## config.mk

```make
export PLATFORM = sky130hd
export DESIGN_NAME = countdown_timer_flat
export DESIGN_NICKNAME = d
export VERILOG_FILES = /design/src/rtl/countdown_timer_if.sv /design/src/rtl/countdown_timer.sv /design/src/flat_wrapper.sv
export SDC_FILE = /design/constraint.sdc
export NUM_CORES = 1
export LEC_CHECK = 0
export ABC_AREA = 1
export CORE_AREA = 4 4 80 82
export CTS_CLUSTER_SIZE = 8
export DETAILED_ROUTE_END_ITERATION = 8
export DIE_AREA = 0 0 84 86
export PLACE_DENSITY_LB_ADDON = 0.08
export RECOVER_POWER = 50
export SETUP_SLACK_MARGIN = 0.02
export SLEW_MARGIN = 0
export SYNTH_ARGS = -nofsm -noshare
export SYNTH_HDL_FRONTEND = slang
export SYNTH_SLANG_ARGS = --single-unit
```

## constraint.sdc

```tcl
create_clock -name Clock -period 2 [get_ports Clock]
set_input_delay 0.5 -clock Clock [delete_from_list [all_inputs] [get_ports Clock]]
set_output_delay 0.5 -clock Clock [all_outputs]
set_load 0.05 [all_outputs]
```

## src/rtl/countdown_timer_if.sv

```systemverilog
// Control/status bundle between a processor-side controller and the
// countdown_timer. The master drives the strobes and reload value; the
// timer (slave) drives the count and status flags.
interface countdown_timer_if #(
    parameter int N = 16
);
    logic         Tick;
    logic         Load;
    logic [N-1:0] Din;
    logic         Start;
    logic         Stop;
    logic         AutoReload;
    logic         Clear;
    logic [N-1:0] Q;
    logic         Busy;
    logic         Done;
    logic         Expired;

    modport master (
        output Tick, Load, Din, Start, Stop, AutoReload, Clear,
        input  Q, Busy, Done, Expired
    );

    modport slave (
        input  Tick, Load, Din, Start, Stop, AutoReload, Clear,
        output Q, Busy, Done, Expired
    );
endinterface

```

## src/rtl/countdown_timer.sv

```systemverilog
// Programmable down-counting interval timer. Counts prescaler ticks down
// from a reload value, reports expiry as a one-cycle Done pulse plus a
// sticky Expired flag, and can optionally auto-reload for periodic events.
module countdown_timer #(
    parameter int N = 16
) (
    input  logic              Clock,
    input  logic              Reset_n,
    countdown_timer_if.slave  ctrl
);

    typedef enum logic {
        IDLE = 1'b0,
        RUN  = 1'b1
    } state_t;

    localparam logic [N-1:0] One = N'(1);

    state_t       state_q,   state_d;
    logic [N-1:0] count_q,   count_d;
    logic [N-1:0] reload_q,  reload_d;
    logic         done_q,    done_d;
    logic         expired_q, expired_d;

    // Register file: all state and outputs, cleared asynchronously by reset.
    always_ff @(posedge Clock or negedge Reset_n) begin
        if (!Reset_n) begin
            state_q   <= IDLE;
            count_q   <= '0;
            reload_q  <= '0;
            done_q    <= 1'b0;
            expired_q <= 1'b0;
        end else begin
            state_q   <= state_d;
            count_q   <= count_d;
            reload_q  <= reload_d;
            done_q    <= done_d;
            expired_q <= expired_d;
        end
    end

    // Next-state logic. Strobe priority is Load > Stop > Start > Tick, so a
    // tick landing on any command is dropped. Clear is independent of the
    // command chain, but an expiry in the same cycle re-sets Expired.
    always_comb begin
        state_d   = state_q;
        count_d   = count_q;
        reload_d  = reload_q;
        done_d    = 1'b0;
        expired_d = ctrl.Clear ? 1'b0 : expired_q;

        if (ctrl.Load) begin
            reload_d = ctrl.Din;
            count_d  = ctrl.Din;
        end else if (ctrl.Stop) begin
            if (state_q == RUN) begin
                state_d = IDLE;
            end
        end else if (ctrl.Start) begin
            if (state_q == IDLE) begin
                if (count_q != '0) begin
                    state_d = RUN;
                end else if (reload_q != '0) begin
                    count_d = reload_q;
                    state_d = RUN;
                end else begin
                    done_d    = 1'b1;
                    expired_d = 1'b1;
                end
            end
        end else if (ctrl.Tick && (state_q == RUN)) begin
            if (count_q > One) begin
                count_d = count_q - One;
            end else if (count_q == One) begin
                done_d    = 1'b1;
                expired_d = 1'b1;
                if (ctrl.AutoReload && (reload_q != '0)) begin
                    count_d = reload_q;
                end else begin
                    count_d = '0;
                    state_d = IDLE;
                end
            end
        end
    end

    assign ctrl.Q       = count_q;
    assign ctrl.Busy    = (state_q == RUN);
    assign ctrl.Done    = done_q;
    assign ctrl.Expired = expired_q;

endmodule

```

## src/flat_wrapper.sv

```systemverilog
// flat-port wrapper written by rule: the top's interface ports become plain ports
module countdown_timer_flat 
#(
    parameter int N = 16
)
  (Clock, Reset_n, ctrl_Tick, ctrl_Load, ctrl_Din, ctrl_Start, ctrl_Stop, ctrl_AutoReload, ctrl_Clear, ctrl_Q, ctrl_Busy, ctrl_Done, ctrl_Expired);
  countdown_timer_if #(.N(N)) ctrl_i ();
  input  logic Clock;
  input  logic Reset_n;
  input wire logic [$bits(ctrl_i.Tick)-1:0] ctrl_Tick;
  input wire logic [$bits(ctrl_i.Load)-1:0] ctrl_Load;
  input wire logic [$bits(ctrl_i.Din)-1:0] ctrl_Din;
  input wire logic [$bits(ctrl_i.Start)-1:0] ctrl_Start;
  input wire logic [$bits(ctrl_i.Stop)-1:0] ctrl_Stop;
  input wire logic [$bits(ctrl_i.AutoReload)-1:0] ctrl_AutoReload;
  input wire logic [$bits(ctrl_i.Clear)-1:0] ctrl_Clear;
  output wire logic [$bits(ctrl_i.Q)-1:0] ctrl_Q;
  output wire logic [$bits(ctrl_i.Busy)-1:0] ctrl_Busy;
  output wire logic [$bits(ctrl_i.Done)-1:0] ctrl_Done;
  output wire logic [$bits(ctrl_i.Expired)-1:0] ctrl_Expired;
  assign ctrl_i.Tick = ctrl_Tick;
  assign ctrl_i.Load = ctrl_Load;
  assign ctrl_i.Din = ctrl_Din;
  assign ctrl_i.Start = ctrl_Start;
  assign ctrl_i.Stop = ctrl_Stop;
  assign ctrl_i.AutoReload = ctrl_AutoReload;
  assign ctrl_i.Clear = ctrl_Clear;
  assign ctrl_Q = ctrl_i.Q;
  assign ctrl_Busy = ctrl_i.Busy;
  assign ctrl_Done = ctrl_i.Done;
  assign ctrl_Expired = ctrl_i.Expired;
  countdown_timer #(.N(N)) u_core (.Clock(Clock), .Reset_n(Reset_n), .ctrl(ctrl_i));
endmodule
```

==> run metrics <==
final setup skew 5.32 ps; Synth area leader dfrtp_1; Setup TNS Final 0 ps; Clock Sinks 35; Syn Nets 413; status finished clean; maximum vdd drop 370 uV; most common cell in the netlist nand2_1; row count 28; Crit path max-delay family simple AND/OR/NAND/NOR gates; Post-CTS Resized 0; Hold Fails Final Rpt 0; vias in the first global route 2,389; Crit. End Element register; syn_area_per_cell 6.43 sq um; Crit-path slowest cell dfrtp_2; Synth cell types 27; cell count of the worst hold path 2; # Post-CTS Setup Buffers 0; Tmin final 1860 ps; Slew HR 38.6%; Levels on crit path 11; DR WL/cell 13.3 um; Num CTS Buffers 5; wire length after detailed routing 6840 um; Crit path required time 2190 ps; Via Count 2,520; 1st-iter DRT viols 132; CTS tree built; # diodes 0; Synth Register Bits 35; worst hold path class reg2reg; drt pass-1 iters 4; largest net degree at the start of global routing 36; Worst Tran Pin Value 921 ps; GRT overflow 0; Skew-Pair Late Insertion Delay 290 ps; Die Span Y 86 um; Final ANT Viol Nets 0; Initial Util 43.2%; placed instance area 0.00302 sq mm; post-route insts no fill 516; CTS Root Cell clkbuf_8; clk slew on worst S/H paths 80 ps; core box area 0.00575 sq mm; DR vias/cell 4.88; CTS H-tree lvls 2; final instance area 0.00312 sq mm; ys flop type dfrtp_1; Post-DP HPWL 5300 um; Pwr Density 867 mW/mm^2; ys async rst share 100%; Area contributors post-synth dfrtp_1 (35%), nand2_1 (27%), nand3_1 (6.7%); Area Growth Syn to Fin 25.9%; Total GRT Usage 19.6%; initial antenna violation count 0; Lkg Pwr 1.64 nW; CP max FO 16; hold buffers post-CTS 0; critical path type reg2reg; final worst-path cycle share 93.2%; DRC viols 0; Mapped Cells 386; NumNets Final 467; post-synth top area share 35.3%; max incr delay on CP 430 ps; # setup viols final 0; Startpoint Class register; synthesized cell area 0.00248 sq mm; CP cell instances inv_1 -> ha_1 -> nand2_2 -> nor2_2 -> nand2_2 -> nand2_8 -> o21ai_0 -> nand3_1 -> nand2_1 -> nand2_1 -> nand2_1; sequential cell area fraction in the yosys report 35.3%; fin. max-slew vios 0; layout cell share with drive strength beyond 1 15.6%; RSZ-0062 raised after global routing true; GPL Wtd Cong 0.915; r2r worst-path depth 11; Buffers & Inverters on Critical Path 1; commonest cells in the netlist nand2_1 (177), nor2_1 (36), dfrtp_1 (35); Die Wd 84 um; # IOs 43; placed cells 508; maximum clock path buffer count 2; Yosys Warn Count 0; first-pass GRT wire length 11,300 um; FMAX 536 MHz; CP most frequent cell nand2_1; crit path DAT 2060 ps; Die ar. 0.00722 sq mm; Port Buffer Count 42; max-cap violations 0; Post-synth EDFFs 0
==> state kept, by name, indices dropped and copies added, names as in the netlist <==
signal / count
u_core.ctrl.Busy: 1
u_core.ctrl.Done: 1
u_core.ctrl.Expired: 1
u_core.ctrl.Q: 16
u_core.reload_q: 16
==> report_power, final <==
part	internal, mW	switching [mW]
Combinational	0.426	0.833
Clock	0.239	0.277
Sequential	0.811	0.124
Total	1.48	1.23
==> cell families after synthesis <==
| group | synth area share (%) |
|---|---|
| simple gates | 48.7 |
| buf+inv | 6.85 |
| xor+xnor | 1.41 |
| flops | 35.3 |
| fa+ha+maj | 1.51 |
| compound gates | 6.20 |
==> layout make-up <==
type | instances | area, sq um
flip-flops and latches | 35 | 878
well taps | 75 | 93.8
clock buffers | 5 | 68.8
clock inverters | 3 | 15.0
repair buffers | 57 | 500
inverters | 28 | 110
multi-input cells | 313 | 1460
fillers | 591 | 2620
==> per-stage QoR <==
| stage | util, % | setup slack, ps | power (mW) | hold WS, ps |
|---|---|---|---|---|
| 3_3_place_gp | 52.5 | 47.1 | 2.19 | 508 |
| 4_1_cts | 54.0 | 33.6 | 2.72 | 530 |
| 2_1_floorplan | - | 121 | 1.79 | 204 |
| 3_5_place_dp | 52.5 | 32.3 | 2.20 | 509 |
| 5_1_grt | 54.4 | -17.8 | 2.91 | 549 |
| 6_report | 54.4 | 135 | 2.71 | 525 |
==> placed cells by master, fill, tap and decap left out <==
master and instances:
o21ai_4 1, dlymetal6s2s_1 1, nand2_1 176, clkdlybuf4s50_1 21, nand2_4 2, xnor2_1 2, xor2_1 2, ha_1 2
o31ai_1 2, clkinv_2 3, inv_6 1, nor2_4 3, nor2_1 36, dlygate4sd3_1 2, inv_2 1, nand2_2 7
nand3_2 1, dfrtp_2 2, a21oi_1 5, buf_4 31, nand4_1 5, inv_1 26, nor2_2 7, nor3_1 1
clkbuf_8 5, dfrtp_1 33, nand2_8 1, nor2_8 1, nand3b_1 4, nand3_1 33, buf_12 1, o21ai_0 21
clkbuf_2 1, ha_2 1
==> tightest hold or removal path, delay by kind of cell (launching register included) <==
family	cells	cell delay (ps)
and+or+nand+nor	2	110
DFF	1	390
==> per-layer routing <==
| metal | global-route usage (%) | vias up | wire [um] | part of all wire, % |
|---|---|---|---|---|
| met5 | 0 | - | 0 | 0 |
| met3 | 3.84 | 9 | 386 | 5.6 |
| met2 | 30.5 | 65 | 2930 | 43 |
| met1 | 27.9 | 1127 | 3430 | 50 |
| li1 | - | 1319 | - | - |
| met4 | 5.56 | 0 | 97 | 1.4 |
==> final timing paths <==
path	from	to	slack, ps
worst max-delay path	u_core.ctrl.Q[1]	u_core.ctrl.Q[3]	140
worst min-delay path	u_core.ctrl.Q[1]	u_core.ctrl.Q[1]	530
worst max register to register	u_core.ctrl.Q[1]	u_core.ctrl.Q[3]	140
worst min register to register	u_core.ctrl.Q[1]	u_core.ctrl.Q[1]	530
max in group asynchronous	Reset_n	u_core.ctrl.Q[0]	510
min in group asynchronous	Reset_n	u_core.ctrl.Q[5]	860
(Power assumes the default switching activity.)
==> RTL edit (same settings) <==
Reset style: synchronous (`Reset_n`), changed in one clocked block. Comments in the files are not updated.
--- a/src/rtl/countdown_timer.sv
+++ b/src/rtl/countdown_timer.sv
@@ -24,5 +24,5 @@
 
     // Register file: all state and outputs, cleared asynchronously by reset.
-    always_ff @(posedge Clock or negedge Reset_n) begin
+    always_ff @(posedge Clock) begin
         if (!Reset_n) begin
             state_q   <= IDLE;
Formal check against the unedited RTL: differs if Reset_n is asserted again (counterexample within 4 cycles, from zero or initial values and one cycle with Reset_n low); with Reset_n held inactive, the same outputs for 4 cycles.
==> RTL edit against the unedited design <==
Register-to-register slack better by 0.10 ns. Cell area is 0.52% lower. Routed wire length is 2.1% higher. Count of clock-buffer cells in the layout grew 3. Via count rose by 6.0%. Worst setup slack lost 0.082 ns. Total power down 19%. Sequential cell count did not move. Highest routed layer unchanged. Synthesized area is 0.30% lower. Hold slack lost 0.045 ns. Combinational power decreased by 36%. Utilization fell by 0.28 points. First-iteration DRC count grew 40%.
==> RTL edit: results (changes against the unedited design) <==
post_drt_via_cell_ratio: 4.837  # -0.96%
nets: 503  # +7.7%
wl_per_cell_microns: 12.66  # -4.6%
gp_congestion: 0.8644  # -5.5%
ff_latch_area_sq_um: 703.2  # -20%
drive_above_1_share_pct: 10.90  # -4.7 points
cp_top_family: "buffers and inverters"
synth-adder-area-share_pct: 1.517  # +0.0046 points
grt_pass1_vias: 2470  # +3.4%
slowest_stage: "clkdlybuf4s50_1"
crit_fanout: 3  # -13
r2r_slack_ns: 0.24  # +0.10 ns
synth_area_leaders: "dfxtp_1 (28%), nand2_1 (21%), nor2_1 (12%)"
cpPeakStageDelay_ns: 0.80  # +0.37 ns
max_slew_margin_pct: 60.08  # +21 points
regToRegEndpoint: "u_core.ctrl.Q[7]"
synth_flop_cell: "dfxtp_1"
dr_wl_met3_microns: 358  # -7.3%
grtUsageMet2_pct: 31.24  # +0.72 points
synth.distinct_cells: 26  # -3.7%
critical_path.startpoint: "u_core.ctrl.Q[0]"
synth_compound_area_share_pct: 12.94  # +6.7 points
synth_xor_area_share_pct: 1.769  # +0.36 points
met2_length_microns: 3051  # +4.2%
power.leakage_uw: 0.001472  # -10%
ir_drop_mv: 0.3570  # -3.4%
grt_pass1_wl_microns: 11570  # +2.1%
synth_seq_area_share_pct: 28.31  # -7.0 points
async_flop_share_pct: 0  # -100 points
hold_slack_ns: 0.4801  # -0.04503 ns
min_from: "u_core.ctrl.Expired"
drt_iter0_markers: 185  # +40%
syn_nets: 451  # +9.2%
run_status: "finished clean"
fin_skew_ns: 0.007866  # +0.002545 ns
synthTopCellsByCount: "nand2_1 (136), nor2_1 (82), nand3_1 (45)"
whs_endpoint: "u_core.ctrl.Expired"
critPathCapture: "ctrl_Q[0]"
reg2reg_depth: 9  # -2
use_met3_pct: 3.746  # -0.096 points
## RTL edit: cell types whose count changed after synthesis, sizes merged, moves of 4 or more
cell,delta
nor2,+42
nand4,-5
nand3,+12
o21ai,-10
clkbuf,+4
dfxtp,+35
dfrtp,-35
nand3b,-4
inv,+6
a21oi,+16
o21a,+16
nand2,-46
## RTL edit: metrics by stage
stage,worst slack [ns],total power [uW],cells
2_1_floorplan,0.1708,1383,424
3_3_place_gp,0.05907,1638,544
3_5_place_dp,0.007670,1640,544
4_1_cts,0.05586,2228,552
5_1_grt,0.02186,2334,552
6_report,0.05318,2197,552
## RTL edit: cell type report
class | count | area share [%]
multi-input combinational | 335 | 49.92
sequential | 35 | 22.62
timing repair buffer | 62 | 16.75
inverter | 37 | 4.469
clock buffer | 8 | 3.221
tap | 75 | 3.019
## RTL edit: power breakdown
group | switching (uW) | total, uW | internal (uW)
registers | 52.4 | 802 | 750
logic | 520 | 809 | 289
clock network | 271 | 586 | 315
total | 843 | 2200 | 1350
